**src/rtl/vec_vsetvl_ctrl.sv**
```systemverilog
// Vector configuration sequencer: legality check, VLMAX and new vl for vsetvli/vsetivli/vsetvl,
// followed by a single CSR write strobe and a vl response for the scalar rd writeback.
module vec_vsetvl_ctrl #(
  parameter int XLEN = 32,
  parameter int VLEN = 512,
  parameter int ELEN = 64
) (
  input  logic            clk,
  input  logic            rst,
  input  logic            inst_valid,
  output logic            inst_ready,
  input  logic [1:0]      inst_kind,
  input  logic            rs1_is_x0,
  input  logic            rd_is_x0,
  input  logic [XLEN-1:0] avl_i,
  input  logic [XLEN-1:0] vtype_i,
  input  logic [XLEN-1:0] vl_cur_i,
  output logic            csrwr_en,
  output logic [XLEN-1:0] vtype_o,
  output logic [XLEN-1:0] vl_o,
  output logic            resp_valid,
  input  logic            resp_ready,
  output logic [XLEN-1:0] resp_vl
);

  typedef enum logic [1:0] {
    IDLE   = 2'd0,
    CALC   = 2'd1,
    COMMIT = 2'd2,
    RESP   = 2'd3
  } state_t;

  localparam logic [XLEN-1:0] VLEN_X  = XLEN'(VLEN);
  localparam logic [XLEN-1:0] ELEN_X  = XLEN'(ELEN);
  localparam logic [XLEN-1:0] EIGHT_X = XLEN'(8);
  localparam logic [XLEN-1:0] VILL_X  = {1'b1, {(XLEN-1){1'b0}}};

  state_t            state_q, state_d;
  logic [1:0]        kind_q, kind_d;
  logic              rs1_x0_q, rs1_x0_d;
  logic              rd_x0_q, rd_x0_d;
  logic [XLEN-1:0]   avl_q, avl_d;
  logic [XLEN-1:0]   vtype_in_q, vtype_in_d;
  logic [XLEN-1:0]   vl_cur_q, vl_cur_d;
  logic [XLEN-1:0]   vtype_o_q, vtype_o_d;
  logic [XLEN-1:0]   vl_o_q, vl_o_d;
  logic [XLEN-1:0]   resp_vl_q, resp_vl_d;

  logic [2:0]        vsew;
  logic [2:0]        vlmul;
  logic              frac_lmul;
  logic              illegal;
  logic [XLEN-1:0]   sew_bits;
  logic [XLEN-1:0]   elen_frac;
  logic [XLEN-1:0]   vlmax_base;
  logic [XLEN-1:0]   vlmax;
  logic [XLEN-1:0]   vl_req;
  logic [XLEN-1:0]   vl_new;

  // Fractional LMUL (vlmul 5..7) divides by 8, 4, 2, i.e. a right shift of 8-vlmul.
  always_comb begin
    vsew       = vtype_in_q[5:3];
    vlmul      = vtype_in_q[2:0];
    frac_lmul  = vlmul[2] && (vlmul != 3'd4);
    sew_bits   = EIGHT_X << vsew;
    elen_frac  = ELEN_X >> (4'd8 - {1'b0, vlmul});
    illegal    = vsew[2] || (vlmul == 3'd4) || (|vtype_in_q[XLEN-1:8]) ||
                 (frac_lmul && (sew_bits > elen_frac));
    vlmax_base = VLEN_X >> ({1'b0, vsew} + 4'd3);
    vlmax      = frac_lmul ? (vlmax_base >> (4'd8 - {1'b0, vlmul})) : (vlmax_base << vlmul);

    // Only rs1==x0 && rd==x0 keeps the current vl; every other case clips a request to VLMAX.
    vl_req = vl_cur_q;
    if (kind_q == 2'd1) begin
      vl_req = {{(XLEN-5){1'b0}}, avl_q[4:0]};
    end else if (!rs1_x0_q) begin
      vl_req = avl_q;
    end else if (!rd_x0_q) begin
      vl_req = vlmax;
    end
    vl_new = (vl_req > vlmax) ? vlmax : vl_req;
  end

  always_comb begin
    state_d    = state_q;
    kind_d     = kind_q;
    rs1_x0_d   = rs1_x0_q;
    rd_x0_d    = rd_x0_q;
    avl_d      = avl_q;
    vtype_in_d = vtype_in_q;
    vl_cur_d   = vl_cur_q;
    vtype_o_d  = vtype_o_q;
    vl_o_d     = vl_o_q;
    resp_vl_d  = resp_vl_q;
    inst_ready = 1'b0;
    csrwr_en   = 1'b0;
    resp_valid = 1'b0;

    case (state_q)
      IDLE: begin
        inst_ready = 1'b1;
        if (inst_valid) begin
          kind_d     = inst_kind;
          rs1_x0_d   = rs1_is_x0;
          rd_x0_d    = rd_is_x0;
          avl_d      = avl_i;
          vtype_in_d = vtype_i;
          vl_cur_d   = vl_cur_i;
          state_d    = CALC;
        end
      end
      CALC: begin
        vtype_o_d = illegal ? VILL_X : {{(XLEN-8){1'b0}}, vtype_in_q[7:0]};
        vl_o_d    = illegal ? '0 : vl_new;
        state_d   = COMMIT;
      end
      COMMIT: begin
        csrwr_en  = 1'b1;
        resp_vl_d = vl_o_q;
        state_d   = RESP;
      end
      RESP: begin
        resp_valid = 1'b1;
        if (resp_ready) begin
          state_d = IDLE;
        end
      end
      default: state_d = IDLE;
    endcase
  end

  always_ff @(posedge clk) begin
    if (rst) begin
      state_q    <= IDLE;
      kind_q     <= '0;
      rs1_x0_q   <= 1'b0;
      rd_x0_q    <= 1'b0;
      avl_q      <= '0;
      vtype_in_q <= '0;
      vl_cur_q   <= '0;
      vtype_o_q  <= '0;
      vl_o_q     <= '0;
      resp_vl_q  <= '0;
    end else begin
      state_q    <= state_d;
      kind_q     <= kind_d;
      rs1_x0_q   <= rs1_x0_d;
      rd_x0_q    <= rd_x0_d;
      avl_q      <= avl_d;
      vtype_in_q <= vtype_in_d;
      vl_cur_q   <= vl_cur_d;
      vtype_o_q  <= vtype_o_d;
      vl_o_q     <= vl_o_d;
      resp_vl_q  <= resp_vl_d;
    end
  end

  assign vtype_o = vtype_o_q;
  assign vl_o    = vl_o_q;
  assign resp_vl = resp_vl_q;

endmodule
```
**config.mk**
```make
export PLATFORM = sky130hd
export DESIGN_NAME = vec_vsetvl_ctrl
export DESIGN_NICKNAME = d
export VERILOG_FILES = /design/src/rtl/vec_vsetvl_ctrl.sv
export SDC_FILE = /design/constraint.sdc
export NUM_CORES = 1
export LEC_CHECK = 0
export BUFFER_PORTS_ARGS = -buffer_cell sky130_fd_sc_hd__buf_2
export CORE_MARGIN = 2
export CORE_UTILIZATION = 50
export DETAILED_ROUTE_END_ITERATION = 7
export PLACE_DENSITY = 0.85
export SYNTH_ARGS = -nofsm -noshare
export SYNTH_HDL_FRONTEND = slang
export SYNTH_SLANG_ARGS = --single-unit
export TNS_END_PERCENT = 10
```
**constraint.sdc**
```tcl
create_clock -name clk -period 9.28 [get_ports clk]
set_clock_uncertainty 0.05 [all_clocks]
set_input_delay 1.856 -clock clk [delete_from_list [all_inputs] [get_ports clk]]
set_output_delay 1.856 -clock clk [all_outputs]
set_load 0.05 [all_outputs]
```
Word-level counts from Yosys, hierarchy flattened:

Cells that the tools add are included.
Widths: inputs -> output; s select.

* bits in registers: 198
* bits of input ports: 104
* output and inout port bits: 99
* word-level logic and storage cells: 49

* $add $sub $neg: 2
* order comparisons: 2
* eq/ne operators: 8
* shifts and indexed selects: 5
* multiplexer cells: 13
* reduce and logical (&&, ||, !) cells: 9

Operators with widths (number)
* $mux 32: 7
* $gt 32x32->1: 2
* $shl 32x3->32: 1
* $shl 4x3->32 const A: 1
* $shr 10x4->32 const A: 1
* $shr 32x4->32: 1
* $shr 7x4->32 const A: 1
* $reduce_or 24->1: 1
* $pmux 2 s4: 1
* $add 3x2->4 const B: 1
* $eq 2x1->1 const B: 2
* $eq 2x2->1 const B: 2
* $mux 2: 2
* $ne 2x2->1 const B: 2
* $reduce_and 2->1: 2
* $sub 4x3->4 const A: 1
* $eq 3x3->1 const B: 1
* $logic_or 1x1->1: 3
* $mux 1: 3
* $ne 3x3->1 const B: 1
* $logic_and 1x1->1: 2
* $logic_not 2->1: 1

Longest topological paths before layout:

Gate-level depths: netlist (run 1).

* depth in word-level cells: 10
* mapped depth: 21
* mapped depth without buffers: 17

Worst setup path before layout (run 1):

No wires, ideal clock.

* path kind: register -> register
* from: reg vtype_in_q[0]
* to: reg vl_o_q[7] (netlist: vl_o[7])
* library setup time: 0.117 ns
* arrival time: 3.911 ns
* required time: 9.113 ns
* setup slack: 5.203 ns
* cell stages (with the launch flop): 19
* path buffers: 3
* period minus slack after synthesis: 4.077 ns
* path through: dfxtp_1 -> buf_4 -> buf_6 -> inv_1 -> ha_1 -> ha_1 -> or2_1 -> nand2b_4 -> o31ai_1 -> a221o_1 -> ha_1 -> nand2_1 -> o21ai_0 -> a22o_1 -> o31a_1 -> buf_6 -> nor2_8 -> mux2_4 -> a22o_1

* cells in the longest elaborated chain, start to end: 9
* elaborated cells on any way between the ends: 19
* classes of those cells: add/sub: 1; order compare: 2; eq/ne: 2; shift: 3; mux: 6; reduce/logical: 5

Ends and longest elaborated chain
* start: declaration: line 43 `logic [XLEN-1:0] vtype_in_q, vtype_in_d;`
* start signal: assignment: line 150 `vtype_in_q <= vtype_in_d;`
* $sub 4x3->4 / $ne 3x3->1 (equally long branches): line 66, 70, 64
* $shr 32x4->32 / $logic_and 1x1->1 (equally long branches): line 70, 64
* $mux 32: line 70 `vlmax = frac_lmul ? (vlmax_base >> (4'd8 - {1'b0, vlmul})) : (vlmax_base << vlmul);`
* $mux 32: line 78 `end else if (!rd_x0_q) begin`
* $mux 32: line 76 `end else if (!rs1_x0_q) begin`
* $mux 32: line 74 `if (kind_q == 2'd1) begin`
* $gt 32x32->1: line 81 `vl_new = (vl_req > vlmax) ? vlmax : vl_req;`
* $mux 32: line 81
* $mux 32 (*): line 114 `vl_o_d = illegal ? '0 : vl_new;`
* end signal: assignment: line 153 `vl_o_q <= vl_o_d;`
* end: declaration: line 46 `logic [XLEN-1:0] vl_o_q, vl_o_d;`

Every way passes the cells marked *; elsewhere a longest branch is shown, timed or not.
A chain may end at the register's enable or synchronous reset.

Worst setup path in the final report (run 1):

Same ends and word-level chain as after synthesis.

==> flow_summary.yaml, run 1 <==
status:
  status: "complete, no violations"
yosys:
  netlist_area_um2: 8036
  ys_warn_count: 0
  synthArstFlopShare: 0
  synth_ff_type: "dfxtp_1"
  synth_cell_types: 73
  syn_inst: 967
  synth_seq_cells: 175
  ys_seq_area_frac: 0.4359
  syn_avg_cell_area_um2: 8.311
  synth_edf_count: 0
sta:
  relSlewSlack: 0.3062
  setup_viol: 0
  finalHoldViolCount: 0
  period_needed_ns: 5.013
  rsz0062_at_grt: "no"
  fmax_mhz: 199.5
  tightestPinTransition_ns: 1.041
  fin_crit_sh: 0.5402
  fin_setup_tns_ns: 0
  slew_viol_final: 0
global_routing:
  grt_max_degree: 101
  gr-total-overflow: 0
  gr-usage-all-layers: 0.2212
  grt_pass1_vias: 6180
  grt_pass1_wl_um: 30130
  antenna_found_initial: 1
route:
  wl_um: 19140
  firstDrtPassIters: 5
  dr.first_iter.drc_count: 460
  ant_nets: 0
  drc: 0
  num_vias: 7010
  wl_per_cell_um: 14.35
  via_per_inst: 5.255
setup_path:
  cpPeakStageDelay_ns: 0.80
  endpoint_kind: "flip-flop"
  critPathRequiredTime_ns: 9.55
  crit_family: "compound AO/OA/AOI/OAI gates"
  arrival_ns: 5.29
  cp_max_fo: 21
  cp_slowest_cell: "dfxtp_1"
  path_cells: "inv_1 -> ha_1 -> inv_1 -> ha_1 -> o31a_1 -> nand2b_4 -> o31ai_1 -> a221o_1 -> ha_1 -> nand2_1 -> o21ai_0 -> a22o_1 -> o31a_1 -> nor2_8 -> mux2_4 -> a22o_1"
  worstSetupPathType: "flip-flop to flip-flop"
  cp-start-kind: "flip-flop"
  path_buf_inv: 2
  cpMostUsedCell: "ha_1"
place:
  globalplace.congestion: 0.9303
  io_buffers: 179
  dpl.hpwl_um: 13550
  place_area_um2: 8856
layout:
  layout_commonest_cell: "nand2_1"
  syn_to_final_growth_pct: 17.92
  num_antenna_cells: 0
  fin_nets: 1239
  final_util: 0.6009
  final_cell_mix: "239 x nand2_1, 178 x buf_2, 175 x dfxtp_1, 113 x a21oi_1, 57 x nor2_1"
  final_design_area_no_fill_um2: 9477
  drive_above_1_share: 0.2200
power:
  power.leakage_nw: 4.097
  powerDensity_nw_per_um2: 265.2
  peakVddDrop_v: 0.0001509
die:
  coreArea_um2: 15770
  pin_count: 203
  die_w_um: 130.8
  initial_utilization: 0.5096
  die-area_um2: 17100
  die_h_um: 130.8
  rows: 46
cts:
  cts_resized: 0
  hold_buffers: 0
  clkSinkCount: 175
  cts_max_level: 4
  cts_tree: "built"
  post_cts_buffers: 0
  insertion_delay_ns: 0.43
  numCtsBuffers: 17
  cts_buffer_depth: 2
  cts_root_buf: "clkbuf_16"
  clkSlewWorstSetupHoldPaths_ns: 0.07
flow_run:
  drv_cap: 0
min_path:
  hold_path_class: "flip-flop to flip-flop"
==> final timing paths <==
kind | slack, ns | endpoint | from | depth (start not counted)
setup / recovery | 4.27 | vl_o[7] | vtype_in_q[0] | 16
hold / removal | 0.40 | vtype_o[1] | vtype_o[1] | 2
setup reg to reg | 4.27 | vl_o[7] | vtype_in_q[0] | 16
hold reg to reg | 0.40 | vtype_o[1] | vtype_o[1] | 2
==> sequential cells by signal, indices dropped and copies added, names as in the netlist <==
register	count
avl_q	32
kind_q	2
rd_x0_q	1
resp_vl	32
rs1_x0_q	1
state_q	2
vl_cur_q	32
vl_o	32
vtype_in_q	32
vtype_o	9
==> power by group <==
group	internal, mW	switching, mW
combinational	0.314	0.540
sequential	0.844	0.0821
clock	0.401	0.332
total	1.56	0.955
==> layer usage <==
metal  routed length (µm)  part of all wire  vias up  GRT usage
met1                 8749              0.46     3261     0.3029
met4                  268             0.014        0    0.07447
met3                 1137             0.059       19    0.04967
met5                    0                 0        -          0
met2                 8982              0.47      220     0.3468
li1                     -                 -     3510          -
==> worst register-to-register path, delay by kind of cell, from the launching register on <==
family | cells | cell delay (ns)
multiplexers | 1 | 0.33
buffers and inverters | 2 | 0.32
flip-flops | 1 | 0.80
AND/OR/NAND/NOR | 3 | 0.43
adder cells (fa/ha/maj) | 3 | 0.98
AO/OA/AOI/OAI | 7 | 2.00
==> cell usage after synthesis, drive strengths merged, types with 4 or more instances <==
library cell,n,area (µm²)
nand2,241,907.1
dfxtp,175,3503
a21oi,113,565.5
nor2,60,244.0
buf,42,304.0
clkbuf,42,157.7
mux2i,42,420.4
o21ai,32,163.9
ha,30,375.4
and2,26,162.7
inv,18,67.56
nor4,13,87.58
a22o,11,96.34
nor2b,11,71.32
nor3,11,65.06
nand4,8,50.05
o211ai,8,60.06
nand3,6,30.03
nand2b,5,38.78
nor3b,5,37.54
or2,5,33.79
a2bb2oi,4,35.03
o211a,4,40.04
==> kinds of logic (layout without fill, tap and decap cells) <==
| group | Yosys count | count (layout) | synth area share |
|---|---|---|---|
| XOR/XNOR | 5 | 5 | 0.006385 |
| flip-flops | 175 | 175 | 0.4359 |
| multiplexers | 44 | 44 | 0.05605 |
| buffers and inverters | 104 | 233 | 0.06694 |
| other | 1 | 23 | 0.0004666 |
| AND/OR/NAND/NOR | 404 | 404 | 0.2287 |
| adder cells (fa/ha/maj) | 31 | 31 | 0.04811 |
| AO/OA/AOI/OAI | 203 | 203 | 0.1574 |
==> final cells by class <==
cell class,count,area (µm²)
inverters,20,76.32
multi-input cells,710,4093
clock inverters,13,167.7
repair buffers,181,913.4
flip-flops and latches,175,3503
clock buffers,19,452.9
fillers,1441,6294
well taps,216,270.3
==> stage by stage <==
step                      std cells  power [mW]  setup WS, ns  hold WS [ns]
final                          1334       2.514         4.267        0.4016
after global routing           1334       2.664         3.956        0.4253
after CTS                      1334       2.528         4.295        0.4049
after detailed placement       1302       1.793         4.302        0.3944
after global placement         1302       1.776         4.517        0.3840
after floorplan                 989       1.637         5.203        0.3815
No activity file was read; power rests on OpenSTA's default activity.
==> inputs of run 2 (changes only) <==
--- a/config.mk
+++ b/config.mk
@@ -5,11 +5,12 @@
 export SDC_FILE = /design/constraint.sdc
 export NUM_CORES = 1
 export LEC_CHECK = 0
+export ABC_AREA = 1
 export BUFFER_PORTS_ARGS = -buffer_cell sky130_fd_sc_hd__buf_2
 export CORE_MARGIN = 2
-export CORE_UTILIZATION = 50
+export CORE_UTILIZATION = 49
 export DETAILED_ROUTE_END_ITERATION = 7
-export PLACE_DENSITY = 0.85
+export PLACE_DENSITY = 0.86
 export SYNTH_ARGS = -nofsm -noshare
 export SYNTH_HDL_FRONTEND = slang
 export SYNTH_SLANG_ARGS = --single-unit
==> constraint.sdc (replaced) <==
create_clock -name clk -period 4.35 [get_ports clk]
set_clock_uncertainty 0.05 [all_clocks]
set_input_delay 0.87 -clock clk [delete_from_list [all_inputs] [get_ports clk]]
set_output_delay 0.87 -clock clk [all_outputs]
set_load 0.05 [all_outputs]
==> flow_summary.yaml, run 2 <==
route:
  firstDrtPassIters: 6
  top_layer: "met5"
  wl_met2_um: 11030
  m1WireLength_um: 9817
  dr.first_iter.drc_count: 707
  drc: 0
  ant_nets: 0
  wl_met3_um: 1485
  wl_per_cell_um: 14.61
  num_vias: 8171
  via_per_inst: 5.149
  wl_um: 23180
min_path:
  worstHoldStart: "vtype_o[5]"
  holdPathStages: 2
  min_to: "vtype_o[5]"
  hold_path_class: "flip-flop to flip-flop"
setup_path:
  reg2regPathDepth: 25
  r2r-start: "vtype_in_q[0]"
  endpoint_kind: "flip-flop"
  worstSetupPathType: "flip-flop to flip-flop"
  reg2reg_setup_slack_ns: 0.56
  path_buf_inv: 5
  worst-path-stages: 25
  arrival_ns: 4.06
  cp_max_fo: 16
  timing.rr.end: "vl_o[7]"
  cpMostUsedCell: "nand2_1"
  critPathRequiredTime_ns: 4.62
  worstSetupStartpoint: "vtype_in_q[0]"
  cp_slowest_cell: "dfxtp_1"
  crit_family: "simple AND/OR/NAND/NOR gates"
  cpPeakStageDelay_ns: 0.63
  cp-start-kind: "flip-flop"
sta:
  slew_viol_final: 0
  period_needed_ns: 3.793
  fin_crit_sh: 0.8719
  setup_viol: 0
  fmax_mhz: 263.7
  finalHoldViolCount: 0
  relSlewSlack: 0.3002
  tightestPinTransition_ns: 1.049
  fin_hold_ws_ns: 0.3941
  fin_setup_tns_ns: 0
  rsz0062_at_grt: "no"
yosys:
  yosysTopAreaCell: "dfxtp_1"
  ys_seq_area_frac: 0.4210
  synth_edf_count: 0
  synth_ff_type: "dfxtp_1"
  synth_cell_types: 38
  ys_warn_count: 0
  synthArstFlopShare: 0
  syn_inst: 1210
  netlist_area_um2: 8322
  synth_top_area_frac: 0.4210
  synth_most_common_cell: "nand2_1"
  synth_common_cells: "251 x nand2_1, 232 x nor2_1, 175 x dfxtp_1"
  syn_avg_cell_area_um2: 6.877
  synthTopCellsByArea: "dfxtp_1 42%, nand2_1 11%, nor2_1 10%"
  synth_seq_cells: 175
cts:
  cts_buffer_depth: 2
  hold_buffers: 0
  cts_max_level: 4
  cts_resized: 0
  insertion_delay_ns: 0.43
  post_cts_buffers: 0
  cts_root_buf: "clkbuf_16"
  cts_tree: "built"
  numCtsBuffers: 17
  clkSlewWorstSetupHoldPaths_ns: 0.07
  clkSinkCount: 175
layout:
  final_design_area_no_fill_um2: 9879
  multi_input_comb_area_um2: 4056
  seqCellArea_um2: 3503
  layout_commonest_cell: "nand2_1"
  final_cell_mix: "250 x nand2_1, 232 x nor2_1, 179 x buf_2, 175 x dfxtp_1, 150 x o21ai_0"
  final_util: 0.5957
  n_fill_cell: 1542
  fin_nets: 1486
  syn_to_final_growth_pct: 18.72
  drive_above_1_share: 0.1760
global_routing:
  grt_pass1_vias: 7765
  gr-usage-all-layers: 0.2599
  grt_pass1_wl_um: 37380
  antenna_found_initial: 4
  gr-total-overflow: 0
  grt_max_degree: 109
die:
  die-area_um2: 18040
  initial_utilization: 0.5018
  die_w_um: 134.3
  coreArea_um2: 16580
  die_h_um: 134.3
  pin_count: 203
  rows: 47
power:
  power_frac_seq: 0.314
  peakVddDrop_v: 0.0003289
  netSwitchingPower_mw: 2.957
  combPwrFrac: 0.427
  p_int_mw: 3.987
  power.leakage_nw: 4.940
  clkPwrFrac: 0.259
  powerDensity_nw_per_um2: 702.8
  sw_frac_of_total: 0.4258
place:
  place_area_um2: 9176
  dpl.hpwl_um: 16580
  globalplace.congestion: 0.9182
  io_buffers: 179
flow_run:
  drv_cap: 0
status:
  status: "complete, no violations"
run 2: cell count changes after synthesis, moves of 11 or more:
cell,previous run,this run
nor2_1,58,232
a21oi_1,113,56
nand3_1,6,68
and2_1,26,3
inv_1,18,95
o21ai_0,22,150
nand2_1,240,251
clkbuf_1,42,53
mux2i_1,42,0
run 2: cell families (layout without fill, tap and decap cells):
kind of cell	Yosys count	in the layout	synth area share
flops	175	175	0.4210
fa+ha+maj	30	30	0.04511
buf+inv	186	318	0.1024
simple gates	581	581	0.2822
compound gates	237	237	0.1488
other cells	1	26	0.0004506
run 2: metal layers:
| metal | track usage | up-vias |
|---|---|---|
| met5 | 0 | - |
| met4 | 0.1246 | 2 |
| met3 | 0.05593 | 64 |
| met2 | 0.4396 | 290 |
| met1 | 0.3142 | 3692 |
| li1 | - | 4123 |
run 2: worst max-delay path by stage:
| stage | slack (ns) | to |
|---|---|---|
| 2_1_floorplan | 0.91 | vl_o[6] |
| 3_3_place_gp | 0.73 | vl_o[0] |
| 3_5_place_dp | 0.65 | vl_o[7] |
| 4_1_cts | 0.63 | vl_o[7] |
| 5_1_grt | 0.09 | vl_o[2] |
| 6_report | 0.56 | vl_o[7] |
run 2: worst min-delay path: stages, from the launching register on:
cell and delay [ns]:
dfxtp_1 0.31, nand2_1 0.06, nor2_1 0.03
run 2: power by group through the flow:
stage               sequential [mW]  clock [mW]  combinational (mW)
global placement               2.19           0                2.90
floorplan                      2.51           0                1.97
finish                         2.18        1.80                2.97
CTS                            2.18        1.81                2.95
detailed placement             2.21           0                2.92
global route                   2.22        1.88                3.34
run 2: layout make-up:
type,count,area share
multi-input cells,871,0.4106
flip-flops and latches,175,0.3546
repair buffers,188,0.09752
clock buffers,18,0.04445
inverters,99,0.03825
well taps,220,0.02786
clock inverters,13,0.02596
diodes,3,0.0007599
run 2: through the flow:
| stage | std cells | total power, mW | setup slack, ns |
|---|---|---|---|
| after floorplan | 1232 | 4.474 | 0.9112 |
| after CTS | 1584 | 6.935 | 0.6259 |
| after global routing | 1587 | 7.437 | 0.08595 |
| after detailed placement | 1553 | 5.131 | 0.6481 |
| after global placement | 1553 | 5.092 | 0.7348 |
| final | 1587 | 6.943 | 0.5573 |
